===== config.mk =====
export PLATFORM = sky130hd
export DESIGN_NAME = jt7759_romrd
export DESIGN_NICKNAME = d
export VERILOG_FILES = /design/src/rtl/jt7759_pkg.sv /design/src/rtl/jt7759_romrd_line.sv /design/src/rtl/jt7759_romrd.sv
export SDC_FILE = /design/constraint.sdc
export NUM_CORES = 1
export LEC_CHECK = 0
export BUFFER_PORTS_ARGS = -buffer_cell sky130_fd_sc_hd__buf_2
export CAP_MARGIN = 30
export CORE_ASPECT_RATIO = 1.2
export CORE_MARGIN = 8
export CORE_UTILIZATION = 58
export CTS_CLUSTER_SIZE = 24
export DETAILED_ROUTE_END_ITERATION = 16
export PLACE_DENSITY = 0.77
export SLEW_MARGIN = 30
export SYNTH_ARGS = -nofsm -noshare
export SYNTH_HDL_FRONTEND = slang
export SYNTH_SLANG_ARGS = --single-unit

===== constraint.sdc =====
create_clock -name clk -period 3.1 [get_ports clk]
set_input_delay 0.465 -clock clk [delete_from_list [all_inputs] [get_ports clk]]
set_output_delay 0.465 -clock clk [all_outputs]
set_load 0.02 [all_outputs]

===== src/rtl/jt7759_pkg.sv =====
// Shared widths and FSM encoding for the jt7759 ROM read cache.
package jt7759_pkg;
  localparam int BAW = 17;
  localparam int WAW = 16;
  localparam int DW  = 16;
  localparam int TW  = WAW - 1;

  typedef enum logic [1:0] {
    ST_IDLE,
    ST_DEMAND,
    ST_PREF
  } state_t;
endpackage


===== src/rtl/jt7759_romrd_line.sv =====
// One cache line: tag, valid bit and 16-bit word.
module jt7759_romrd_line
  import jt7759_pkg::*;
(
  input  logic          clk,
  input  logic          rst,
  input  logic          we,
  input  logic          flush,
  input  logic [TW-1:0] wtag,
  input  logic [DW-1:0] wdata,
  output logic          valid,
  output logic [TW-1:0] tag,
  output logic [DW-1:0] data
);

  always_ff @(posedge clk or posedge rst) begin
    if (rst) begin
      valid <= 1'b0;
      tag   <= '0;
      data  <= '0;
    end else begin
      if (flush)
        valid <= 1'b0;
      else if (we)
        valid <= 1'b1;
      if (we) begin
        tag  <= wtag;
        data <= wdata;
      end
    end
  end

endmodule


===== src/rtl/jt7759_romrd.sv =====
// Two-line word cache between the ADPCM byte reader and a 16-bit ROM,
// with optional next-word prefetch.
module jt7759_romrd
  import jt7759_pkg::*;
#(
  parameter bit PREFETCH = 1'b1
) (
  input  logic           rst,
  input  logic           clk,
  input  logic           rom_cs,
  input  logic [BAW-1:0] rom_addr,
  output logic [7:0]     rom_data,
  output logic           rom_ok,
  input  logic           flush,
  output logic           mem_cs,
  output logic [WAW-1:0] mem_addr,
  input  logic [DW-1:0]  mem_data,
  input  logic           mem_ok
);

  state_t         state, state_nx;
  logic           cs_nx;
  logic [WAW-1:0] addr_nx;
  logic           discard, discard_nx;

  logic [1:0]     valid;
  logic [TW-1:0]  tag [2];
  logic [DW-1:0]  data [2];
  logic [1:0]     we;

  logic           idx;
  logic           hit;
  logic [DW-1:0]  sel;
  logic           fill;
  logic           keep;
  logic [WAW-1:0] nxt_word;
  logic           other;
  logic           have_next;

  for (genvar i = 0; i < 2; i++) begin : g_line
    jt7759_romrd_line u_line (
      .clk   (clk),
      .rst   (rst),
      .we    (we[i]),
      .flush (flush),
      .wtag  (mem_addr[WAW-1:1]),
      .wdata (mem_data),
      .valid (valid[i]),
      .tag   (tag[i]),
      .data  (data[i])
    );
  end

  assign idx = rom_addr[1];
  assign hit = rom_cs & valid[idx]
             & (tag[idx] == rom_addr[BAW-1:2]);
  assign rom_ok = hit;
  assign sel = data[idx];
  assign rom_data = rom_addr[0] ? sel[15:8] : sel[7:0];

  // A flush seen at or after issue poisons the fill.
  assign fill = (state != ST_IDLE) & mem_cs & mem_ok;
  assign keep = fill & ~discard & ~flush;
  assign we   = keep ? (mem_addr[0] ? 2'b10 : 2'b01) : 2'b00;

  assign nxt_word  = mem_addr + 16'd1;
  assign other     = ~mem_addr[0];
  assign have_next = valid[other]
                   & (tag[other] == nxt_word[WAW-1:1]);

  always_comb begin
    state_nx   = state;
    cs_nx      = mem_cs;
    addr_nx    = mem_addr;
    discard_nx = discard | (flush & (state != ST_IDLE));
    unique case (state)
      ST_IDLE: begin
        discard_nx = 1'b0;
        if (rom_cs & ~hit) begin
          state_nx = ST_DEMAND;
          cs_nx    = 1'b1;
          addr_nx  = rom_addr[BAW-1:1];
        end
      end
      ST_DEMAND: begin
        if (mem_ok) begin
          cs_nx = 1'b0;
          if (PREFETCH && keep && !have_next)
            state_nx = ST_PREF;
          else
            state_nx = ST_IDLE;
        end
      end
      ST_PREF: begin
        // First PREF cycle keeps mem_cs low as the bus gap.
        if (!mem_cs) begin
          if (flush) begin
            state_nx = ST_IDLE;
          end else begin
            cs_nx   = 1'b1;
            addr_nx = nxt_word;
          end
        end else if (mem_ok) begin
          cs_nx    = 1'b0;
          state_nx = ST_IDLE;
        end
      end
      default: begin
        state_nx = ST_IDLE;
        cs_nx    = 1'b0;
      end
    endcase
  end

  always_ff @(posedge clk or posedge rst) begin
    if (rst) begin
      state    <= ST_IDLE;
      mem_cs   <= 1'b0;
      mem_addr <= '0;
      discard  <= 1'b0;
    end else begin
      state    <= state_nx;
      mem_cs   <= cs_nx;
      mem_addr <= addr_nx;
      discard  <= discard_nx;
    end
  end

endmodule


==> metrics.md <==
| Metric | Value |
|---|---|
| Result of the run | `finished, final reports clean` |
| Hold-fix buffer count after cts | `0` |
| Hold violation count in the final report | `0` |
| Cells after synthesis | `433` |
| Max stage delay on crit path | `0.39 ns` |
| Peak supply drop | `between 500 and 600 uV` |
| Post-synth EDFFs | `0` |
| Data required time at the worst endpoint | `between 2 and 3 ns` |
| Combinational share of power | `0.453` |
| Sequential fraction of design power | `0.390` |
| WL per Instance | `19.92 um` |
| Sequential cell area | `~0.0021 mm2` |
| Worst max-slew margin expressed relative to the limit | `0.4726` |
| Transition time at the pin with the least slew margin | `just under 0.8 ns` |
| Mapped Area | `roughly 0.0048 mm2` |
| Total buffers and inverters traversed by the critical path | `4` |
| Cell breakdown of the critical path | `buf_2, buf_4, mux2i_1, xnor2_1, nor4_2, nand4_2, clkinv_2, buf_2` |
| Setup_tns | `0 ns` |
| Post-synthesis average cell area | `around 11 um2` |
| Crit end category | `output pin` |
| Via total after detailed routing | `3719` |
| Number of diodes | `0` |
| Sequential share of the synthesized area | `0.4359` |
| First-pass GRT wire length | `just under 20000 um` |
| Maximum net fanout on the critical path | `16` |
| Starting utilization of the core area | `0.5948` |
| Clock skew after layout | `~0.0073 ns` |
| Area of the multi-input gates | `0.002537 mm2` |
| Register clock-pin slew on the reported worst setup and hold paths | `around 0.080 ns` |
| Num Clock Sinks | `84` |
| Maximum level of the CTS H-tree | `3` |
| Detailed-route vias per instance | `6.325` |
| Routability congestion estimate | `between 0.9 and 1` |
| Initial antenna violation count | `0` |
| Via count of the first global-routing pass | `between 3000 and 4000` |
| Placement Rows | `36` |
| Data arrival time at the worst-slack endpoint | `roughly 2.3 ns` |
| FFs w/ async S/R, synth | `1.000` |
| Remaining Overflow, GRT | `0` |
| Dominant cell type by count on the critical path | `sky130_fd_sc_hd__buf_2` |
| Number of detailed-route iterations in the first pass | `5` |
| Classification of the worst-slack hold path | `in2async` |
| NetSw | `0.002234 W` |
| Clock insertion delay at the later pin of the skew report | `between 0.3 and 0.4 ns` |
| Number of slew-limit violations in the final report | `0` |
| Number of DRC markers in iteration 0 | `270` |
| Fmax | `0.3626 GHz` |
| Setup violations, final | `0` |
| Worst Setup Start Kind | `primary input` |
| Power density of the placed cells | `around 1000 mW/mm2` |
| Net count of the finished layout | `roughly 530` |
| Number of remaining DRC errors | `0` |
| Signed area change from the synthesized netlist to the final layout | `13.21%` |
| Setup Buffers After CTS | `0` |
| Number of buffers on the longest clock path | `2` |
| Fill count | `around 650` |
| Final Routed Wirelength | `between 10000 and 15000 um` |
| P_leak | `2.380 nW` |
| Die area | `between 0.01 and 0.015 mm2` |
| Primary flip-flop cell chosen by synthesis mapping | `sky130_fd_sc_hd__dfrtp_1` |
| Final cell utilization of the core | `0.6733` |
| Core region area | `roughly 0.0081 mm2` |
| Number of register bits inferred by synthesis | `84` |
| Startpoint-to-endpoint class of the critical path | `in2out` |
| Fin crit period | `around 2.8 ns` |
| Distinct cell type count of the synthesized netlist | `52` |
| Switching part of the total | `0.4033` |
| Cell at the root of the clock tree | `sky130_fd_sc_hd__clkbuf_8` |
| Count of antenna-violating nets left after detailed routing | `0` |
| CTS tree | `yes` |
| Total track usage | `0.2114` |
| Part of the power in the clock network | `0.156` |
| Pin count of the biggest net entering global routing | `44` |
| Height of the die | `between 100 and 150 um` |
| Slowest cell on crit path | `sky130_fd_sc_hd__buf_2` |
| Top-level I/O count | `64` |
| Gate family responsible for the most delay along the worst path | `buffers and inverters` |
| Share of cells above drive strength 1 | `0.3509` |
| HPWL after detailed placement | `8554 um` |
| RSZ-0062 raised after global routing | `no` |
| Count of max-cap constraint violations | `0` |
| YS warnings | `0` |
| Internal Pwr Total | `between 0.003 and 0.004 W` |
| Share of the cycle needed by the critical path after routing | `0.8897` |
| Die outline width | `about 99 um` |
| Number of buffer cells added on primary ports | `63` |
| CTS-repair resized insts | `0` |
| Num CTS Buffers | `9` |
| Setup slack of the worst register-to-register path | `around 0.51 ns` |
| Syn_nets | `roughly 470` |
## through the flow
| step | hold slack [ns] | setup WS [ns] | area, um2 | total power (W) | cells |
|---|---|---|---|---|---|
| 6_report | 0.2219 | 0.3418 | 5459 | 0.005539 | 588 |
| 5_1_grt | 0.2636 | 0.2218 | 5459 | 0.005884 | 588 |
| 4_1_cts | 0.2308 | 0.3635 | 5459 | 0.005559 | 588 |
| 3_5_place_dp | 0.4887 | 0.3718 | 5235 | 0.004689 | 572 |
| 3_3_place_gp | 0.4823 | 0.3955 | 5235 | 0.004576 | 572 |
| 2_1_floorplan | 0.4678 | 0.4699 | 4822 | 0.003975 | 433 |
## power groups by stage
| stage | clock network, W | logic [W] | registers, W |
|---|---|---|---|
| final | 0.000867 | 0.00251 | 0.00216 |
| after global routing | 0.000932 | 0.00271 | 0.00224 |
| after CTS | 0.000883 | 0.00252 | 0.00215 |
| after detailed placement | 0 | 0.00252 | 0.00217 |
| after global placement | 0 | 0.00244 | 0.00213 |
| after floorplan | 0 | 0.00196 | 0.00201 |
## final timing paths
kind | cells after the start | start | end
min in group clk | 2 | mem_data[8] | g_line[1].u_line.data[8]
min reg2reg | 1 | g_line[1].u_line.data[8] | g_line[1].u_line.data[8]
max | 8 | rom_addr[1] | rom_ok
max in group asynchronous | 3 | rst | g_line[0].u_line.tag[13]
max reg2reg | 7 | mem_addr[0] | state[1]
min | 2 | rst | discard
## worst register-to-register path, stage by stage, from the launching register on
cell and delay (ns):
sky130_fd_sc_hd__dfrtp_1 0.37, sky130_fd_sc_hd__buf_4 0.37, sky130_fd_sc_hd__nand3_1 0.35, sky130_fd_sc_hd__nor4_1 0.67, sky130_fd_sc_hd__nor2_1 0.09, sky130_fd_sc_hd__a211oi_1 0.27, sky130_fd_sc_hd__and4b_1 0.25, sky130_fd_sc_hd__a31oi_1 0.09
## cells in the mapped netlist (10+ instances only)
cell | instances | share of area
sky130_fd_sc_hd__dfrtp_1 | 84 | 0.44
sky130_fd_sc_hd__mux2_2 | 63 | 0.15
sky130_fd_sc_hd__mux2i_1 | 31 | 0.064
sky130_fd_sc_hd__xnor2_1 | 29 | 0.053
sky130_fd_sc_hd__nand2_1 | 25 | 0.019
sky130_fd_sc_hd__clkbuf_1 | 20 | 0.016
sky130_fd_sc_hd__nor2_1 | 13 | 0.010
sky130_fd_sc_hd__a21oi_1 | 12 | 0.012
sky130_fd_sc_hd__o21ai_0 | 12 | 0.012
sky130_fd_sc_hd__nand3_1 | 10 | 0.010
sky130_fd_sc_hd__nor3_1 | 10 | 0.010
## kinds of logic after synthesis
| kind of cell | Yosys count | share of synthesized area |
|---|---|---|
| AND/OR/NAND/NOR | 97 | 0.1051 |
| AO/OA/AOI/OAI | 71 | 0.1025 |
| XOR/XNOR | 35 | 0.06357 |
| adder cells (fa/ha/maj) | 1 | 0.002594 |
| buffers and inverters | 42 | 0.03840 |
| flip-flops | 84 | 0.4359 |
| multiplexers | 103 | 0.2519 |
## per-layer routing
layer | wire [um] | share of wire | up-vias | track usage
met2 | 6014 | 0.51 | 135 | 0.3767
met1 | 4672 | 0.40 | 1851 | 0.2373
met3 | 842 | 0.072 | 16 | 0.05529
met4 | 182 | 0.016 | 0 | 0.07887
met5 | 0 | 0 | - | 0
li1 | - | - | 1717 | -
## registers in the layout (all words and copies together), names as in the netlist
name / cells
discard: 1
g_line.u_line.data: 32
g_line.u_line.tag: 30
g_line.u_line.valid: 2
mem_addr: 16
mem_cs: 1
state: 2
## layout by cell type, fill, tap and decap left out, types with 2 or more instances in the layout
cell type                   count
sky130_fd_sc_hd__nand2_1       25
sky130_fd_sc_hd__a22oi_1        3
sky130_fd_sc_hd__nand4_1        8
sky130_fd_sc_hd__buf_2         63
sky130_fd_sc_hd__clkinv_2       4
sky130_fd_sc_hd__nand3_1       10
sky130_fd_sc_hd__inv_1          5
sky130_fd_sc_hd__a21oi_1       12
sky130_fd_sc_hd__clkbuf_8      10
sky130_fd_sc_hd__nand2b_1       5
sky130_fd_sc_hd__a221oi_1       3
sky130_fd_sc_hd__dfrtp_1       84
sky130_fd_sc_hd__mux2i_1       31
sky130_fd_sc_hd__mux2_2        63
sky130_fd_sc_hd__o21ai_0       12
sky130_fd_sc_hd__a211oi_1       6
sky130_fd_sc_hd__nor3_1        10
sky130_fd_sc_hd__and3_1         5
sky130_fd_sc_hd__a2bb2oi_1      2
sky130_fd_sc_hd__o31ai_1        2
sky130_fd_sc_hd__nor2_1        13
sky130_fd_sc_hd__nor2b_1        3
sky130_fd_sc_hd__xor2_1         6
sky130_fd_sc_hd__mux4_2         8
sky130_fd_sc_hd__o211ai_1       9
sky130_fd_sc_hd__bufinv_16      2
sky130_fd_sc_hd__a311oi_1       3
sky130_fd_sc_hd__xnor2_1       29
sky130_fd_sc_hd__nor4_1         9
sky130_fd_sc_hd__a31oi_1        7
sky130_fd_sc_hd__buf_4         15
sky130_fd_sc_hd__or3_1          2
## cell type report
type                            count  area share
Inverter                            7    0.005272
Timing Repair Buffer               79     0.08205
Tap cell                           95     0.02177
Sequential cell                    84      0.3851
Clock inverter                      6     0.01581
Multi-Input combinational cell    307      0.4648
Clock buffer                       10     0.02521
No activity file was read; power rests on OpenSTA's default activity.
